<file path="config.mk">
export PLATFORM = sky130hd
export DESIGN_NAME = vga_timing
export DESIGN_NICKNAME = d
export VERILOG_FILES = /design/src/rtl/vga_timing.sv
export SDC_FILE = /design/constraint.sdc
export NUM_CORES = 1
export LEC_CHECK = 0
export ABC_AREA = 1
export BUFFER_PORTS_ARGS = -buffer_cell sky130_fd_sc_hd__buf_4
export CAP_MARGIN = 20
export CORE_AREA = 2 2 77 79
export DETAILED_ROUTE_END_ITERATION = 6
export DIE_AREA = 0 0 79 81
export GPL_TIMING_DRIVEN = 1
export SETUP_SLACK_MARGIN = 0.5
export SYNTH_ARGS = -nofsm -noshare
export SYNTH_HDL_FRONTEND = slang
export SYNTH_SLANG_ARGS = --single-unit
export TNS_END_PERCENT = 10
</file>
<file path="constraint.sdc">
create_clock -name clk -period 1.96 [get_ports clk]
set_input_delay 0.196 -clock clk [delete_from_list [all_inputs] [get_ports clk]]
set_output_delay 0.196 -clock clk [all_outputs]
set_load 0.01 [all_outputs]
</file>
<file path="src/rtl/vga_timing.sv">
// 640x480@60 raster timing generator for the CHIP-8 video path.
// Counters advance on a pixel-clock enable, so the block runs from the system clock.
module vga_timing #(
    parameter int   H_ACTIVE = 640,
    parameter int   H_FP     = 16,
    parameter int   H_SYNC   = 96,
    parameter int   H_BP     = 48,
    parameter int   V_ACTIVE = 480,
    parameter int   V_FP     = 10,
    parameter int   V_SYNC   = 2,
    parameter int   V_BP     = 33,
    parameter logic SYNC_POL = 1'b0
) (
    input  logic        clk,
    input  logic        rst_n,
    input  logic        ce,
    output logic [10:0] pixelX,
    output logic [10:0] pixelY,
    output logic        pixelEnable,
    output logic        hsync,
    output logic        vsync,
    output logic        lineStart,
    output logic        frameStart
);
    localparam logic [10:0] H_ACT   = 11'(H_ACTIVE);
    localparam logic [10:0] H_LAST  = 11'(H_ACTIVE + H_FP + H_SYNC + H_BP - 1);
    localparam logic [10:0] HS_FIRST = 11'(H_ACTIVE + H_FP);
    localparam logic [10:0] HS_LAST  = 11'(H_ACTIVE + H_FP + H_SYNC - 1);
    localparam logic [10:0] V_ACT   = 11'(V_ACTIVE);
    localparam logic [10:0] V_LAST  = 11'(V_ACTIVE + V_FP + V_SYNC + V_BP - 1);
    localparam logic [10:0] VS_FIRST = 11'(V_ACTIVE + V_FP);
    localparam logic [10:0] VS_LAST  = 11'(V_ACTIVE + V_FP + V_SYNC - 1);

    logic [10:0] nextX, nextY;

    always_comb begin
        nextX = pixelX + 11'd1;
        nextY = pixelY;
        if (pixelX == H_LAST) begin
            nextX = 11'd0;
            nextY = (pixelY == V_LAST) ? 11'd0 : pixelY + 11'd1;
        end
    end

    // Derived outputs are loaded from the next position so everything stays aligned.
    always_ff @(posedge clk) begin
        if (!rst_n) begin
            pixelX      <= H_LAST;
            pixelY      <= V_LAST;
            pixelEnable <= 1'b0;
            hsync       <= ~SYNC_POL;
            vsync       <= ~SYNC_POL;
            lineStart   <= 1'b0;
            frameStart  <= 1'b0;
        end else if (ce) begin
            pixelX      <= nextX;
            pixelY      <= nextY;
            pixelEnable <= (nextX < H_ACT) && (nextY < V_ACT);
            hsync       <= (nextX >= HS_FIRST && nextX <= HS_LAST) ? SYNC_POL : ~SYNC_POL;
            vsync       <= (nextY >= VS_FIRST && nextY <= VS_LAST) ? SYNC_POL : ~SYNC_POL;
            lineStart   <= (nextX == H_ACT) && (nextY < V_ACT);
            frameStart  <= (nextX == H_ACT) && (nextY == V_LAST);
        end else begin
            lineStart   <= 1'b0;
            frameStart  <= 1'b0;
        end
    end
endmodule

</file>
## Word-level counts from Yosys, hierarchy flattened

Cells that the tools add are included.

- Input bits: 3
- Output and inout bits: 27
- Word-level logic and storage cells: 30
- Register bits: 27

- Muxes and demuxes: 5
- Eq/ne operators: 4
- Order comparisons: 6
- Reduce and logical (&&, ||, !) cells: 6
- $add $sub $neg: 2

Operator list:

| operator | count |
|---|---|
| $eq 11x10->1 const B | 4 |
| $mux 11 | 3 |
| $add 11x1->11 const B | 2 |
| $ge 11x10->1 const B | 1 |
| $ge 11x9->1 const B | 1 |
| $le 11x10->1 const B | 1 |
| $le 11x9->1 const B | 1 |
| $lt 11x10->1 const B | 1 |
| $lt 11x9->1 const B | 1 |
| $logic_and 1x1->1 | 5 |
| $mux 1 | 2 |
| $reduce_and 2->1 | 1 |

## Depth between registers and ports, before layout

- Word-level depth: 6
- Mapped depth: 14
- Mapped depth without buffers: 14

## Worst setup path before layout

No wires, ideal clock.

- Path type: reg-to-reg
- Start: register pixelX[0]
- End: register vsync
- Slack: 0.130 ns
- Buffers on the path: 2
- Period minus slack after synthesis: 1.830 ns
- Arrival time: 1.715 ns
- Setup time: 0.115 ns
- Required time: 1.845 ns
- Stages on the path, launching flop included: 15
- Cell sequence: dfxtp_1 ha_1 nand2_4 nor2_4 inv_2 nor2_4 buf_6 buf_12 nand3_2 nand3_2 nand3_1 nor2_1 nand3_1 nand2_1 nand2_1

- Longest elaborated chain between the ends: 5
- Elaborated cells between the ends (all ways): 6
- Classes of those cells: 2 x order compare; 1 x eq/ne; 2 x mux; 1 x reduce/logical

Ends and longest elaborated chain:

| element | line | text |
|---|---|---|
| from (decl) | 17 | `output logic [10:0] pixelX,` |
| from (signal assigned) | 56 | `pixelX <= nextX;` |
| $eq 11x10->1 (*) | 39 | `if (pixelX == H_LAST) begin` |
| $mux 11 (*) | 39 |  |
| $ge 11x9->1 or $le 11x9->1 (tied branches) | 60 | `vsync <= (nextY >= VS_FIRST && nextY <= VS_LAST) ? SYNC_POL : ~SYNC_POL;` |
| $logic_and 1x1->1 (*) | 60 |  |
| $mux 1 (*) | 60 |  |
| to (signal assigned) | 52 | `vsync <= ~SYNC_POL;` |
| to (signal assigned) | 60 |  |
| to (decl) | 21 | `output logic vsync,` |

Mark *: on every way between the ends. The rest lies on a longest branch, timed or not.
A chain may end at the register's enable or synchronous reset.

## Worst setup path after layout

- Start: register pixelX[0]
- End: register lineStart

- Longest elaborated chain between the ends: 4
- Elaborated cells between the ends (all ways): 7
- Classes of those cells: 1 x add/sub; 1 x order compare; 2 x eq/ne; 2 x mux; 1 x reduce/logical

Ends and longest elaborated chain:

| element | line | text |
|---|---|---|
| $add 11x1->11 or $eq 11x10->1 (tied branches) | 37, 39 |  |
| $mux 11 | 39 |  |
| $eq 11x10->1 or $lt 11x9->1 (tied branches) | 61 | `lineStart <= (nextX == H_ACT) && (nextY < V_ACT);` |
| $logic_and 1x1->1 (*) | 61 |  |
| to (signal assigned) | 61 |  |
| to (decl) | 22 | `output logic lineStart,` |

Marked as above.

==> metrics <==
status=finished, final reports clean; Worst Path Arrival=between 1.5 and 2 ns; nets=366; RSZ-0062 raised after global routing=true; I/O Buffers=29; global-route wire length before repair=about 8700 um; # fillers=607; Synth Area in Simple Gates=41.5%; fin crit period=about 1.8 ns; Worst Tran Pin Value=0.541 ns; Core ar.=5680 um^2; most common cell after layout, fill and taps aside=nand2_1; Final Max Slew Viols=0; vias per cell=4.85; commonest cells after routing, fill and taps aside=nand2_1 (85), buf_4 (51), inv_1 (39); Initial Utilization=33.1%; CTS root buffer=clkbuf_8; HP Start=rst_n; setup TNS=0 ns; antenna cells=0; Netlist cell types=28; I/O pin count=30; Ys Warns=0; mapped cell area=1880 um^2; Max Clk Rate=559 MHz; DRT antenna net count=0; Die X-Extent=a little under 80 um; Layout area overhead=37.5%; FF-to-FF End=lineStart; Lkg Pwr=1.25 nW; startpoint types=flop; H-tree depth=1; XOR/XNOR Fraction of Synth Area=0.466%; gpl congestion=0.814; layout cells sized above 1=31.9%; Worst R2R Path Depth=13; initial drt markers=128; largest family of logic cells by synthesized area=simple AND/OR/NAND/NOR gates; post-route cell area=2580 um^2; WL final=5510 um; CP Class=reg -> reg; R2R setup slack=approximately 0.17 ns; Crit path required time=between 2 and 2.5 ns; vias=2094; Clock Skew=0.00804 ns; clk sinks=27; worst-skew pair later-pin latency=0.27 ns; Post-Place Setup Slack=0.0264 ns; crit end category=flop; RR Startpoint=pixelX[0]; Post-Syn Nets=314; 1st-pass router iterations=4; Crit Path Max Fanout=5; Tcrit/Tclk final=91.3%; total congestion overflow=0; Slew Limit Headroom=63.9%; area leader, netlist=dfxtp_1; Hold EP=pixelX[9]; Die Ht=~81 um; number of buffers created by CTS=3; Hold Path Stages=2; CTS tree=done; Reg area=563 um^2; Gate Count Post-Synth=306; hold slack=0.213 ns; top cell type's share of synthesized area=28.7%; vias in the first global route=1864; GRT Total Usage=16.9%; top post-synthesis cells by area=dfxtp_1 (29%), nand2_1 (18%), inv_1 (8.2%); pin count of the biggest net entering global routing=25; area post-placement=2250 um^2; final worst setup slack=~0.17 ns; hpwl dp=3710 um; WL per Instance=12.8 um; peak supply drop=~280 uV; post-synthesis sequential area ratio=28.7%; Post-Synth Adder-Cell Area=roughly 3.3%; Max Cap Viol=0; Die Footprint=6400 um^2; syn avg cell area=6.15 um^2; worst min-delay path class=in -> reg; pwr dens=606 nW/um^2; CTS clk-pin slew, worst paths=0.10 ns; post-synthesis mux area share=0%; DR DRC count=0; area of the multi-input gates=1240 um^2; initial antenna violation count=0; clock buffer depth=2; #FFs+latches synth=27; Final setup viols=0; complex-gate fraction of the synthesized area=14.0%; Core Rows=28; Final Hold Viols=0
## kinds of logic (layout without fill, tap and decap cells)
family,count (synthesis),in the layout
flops,27,27
compound gates,50,50
simple gates,170,170
xor+xnor,1,1
buf+inv,53,104
fa+ha+maj,5,5
## critical path, stage by stage (launching register included)
cell	delay, ns
dfxtp_4	0.36
ha_4	0.16
nand2_4	0.07
nor2_4	0.04
inv_2	0.07
nor2_4	0.04
buf_4	0.16
inv_8	0.07
nand2_1	0.06
nor2_2	0.15
nand2_1	0.08
nor2_2	0.11
nand4_1	0.16
nor3_2	0.19
## cells in the mapped netlist
master / instances
a21oi_1: 21
a31oi_1: 1
and2_1: 1
buf_12: 1
buf_6: 1
clkbuf_1: 7
clkinv_2: 1
dfxtp_1: 27
ha_1: 5
inv_1: 41
inv_2: 2
nand2_1: 89
nand2_2: 3
nand2_4: 1
nand3_1: 22
nand3_2: 5
nand4_1: 8
nand4_4: 1
nor2_1: 31
nor2_2: 3
nor2_4: 2
nor3_1: 3
o211ai_1: 3
o21ai_0: 23
o21bai_1: 1
o31ai_1: 1
or2_2: 1
xor2_1: 1
## power by group
| group | switching [mW] | internal, mW | total, mW |
|---|---|---|---|
| logic | 0.336 | 0.263 | 0.600 |
| registers | 0.0609 | 0.589 | 0.649 |
| clock network | 0.175 | 0.142 | 0.317 |
| total | 0.572 | 0.994 | 1.57 |
## layout make-up
type / instances / area share, %
multi-input cells: 226 / 47.9
flip-flops and latches: 27 / 21.8
repair buffers: 55 / 17.9
inverters: 44 / 6.82
well taps: 75 / 3.63
clock buffers: 3 / 1.60
repair inverters: 1 / 0.242
clock inverters: 1 / 0.194
## per-stage QoR
stage | std cells | power (mW) | util (%)
6_report | 432 | 1.57 | 45.5
5_1_grt | 432 | 1.67 | 45.5
4_1_cts | 424 | 1.51 | 42.8
3_5_place_dp | 409 | 1.13 | 39.7
3_3_place_gp | 409 | 1.13 | 39.7
2_1_floorplan | 306 | 0.962 | -
## state kept, by name, summed over array words and instances (netlist names)
signal and cells:
frameStart 1, hsync 1, lineStart 1, pixelEnable 1
pixelX 11, pixelY 11, vsync 1
## how the worst max path moves through the flow
stage	from	to	slack [ns]
after floorplan	pixelX[1]	vsync	0.32
after global placement	pixelX[1]	frameStart	0.04
after detailed placement	pixelX[1]	frameStart	0.03
after CTS	pixelX[0]	frameStart	0.16
after global routing	pixelX[0]	lineStart	0.006
final	pixelX[0]	lineStart	0.17
## routing by layer
metal / track usage (%) / up-vias / wire length [um]
li1: - / 1081 / -
met1: 21.9 / 956 / 2380
met2: 29.8 / 53 / 2800
met3: 1.89 / 4 / 282
met4: 4.31 / 0 / 41
met5: 0 / - / 0
## what timing repair did
item	in CTS	in global routing
pin swaps	10	13
resized for setup	10	33
cloned	1	1
endpoints found under the hold margin	0	0
hold buffers	0	0
buffers inserted	10	7
setup endpoints to repair	17	21
Note: power is estimated with default switching activity, not from simulation.
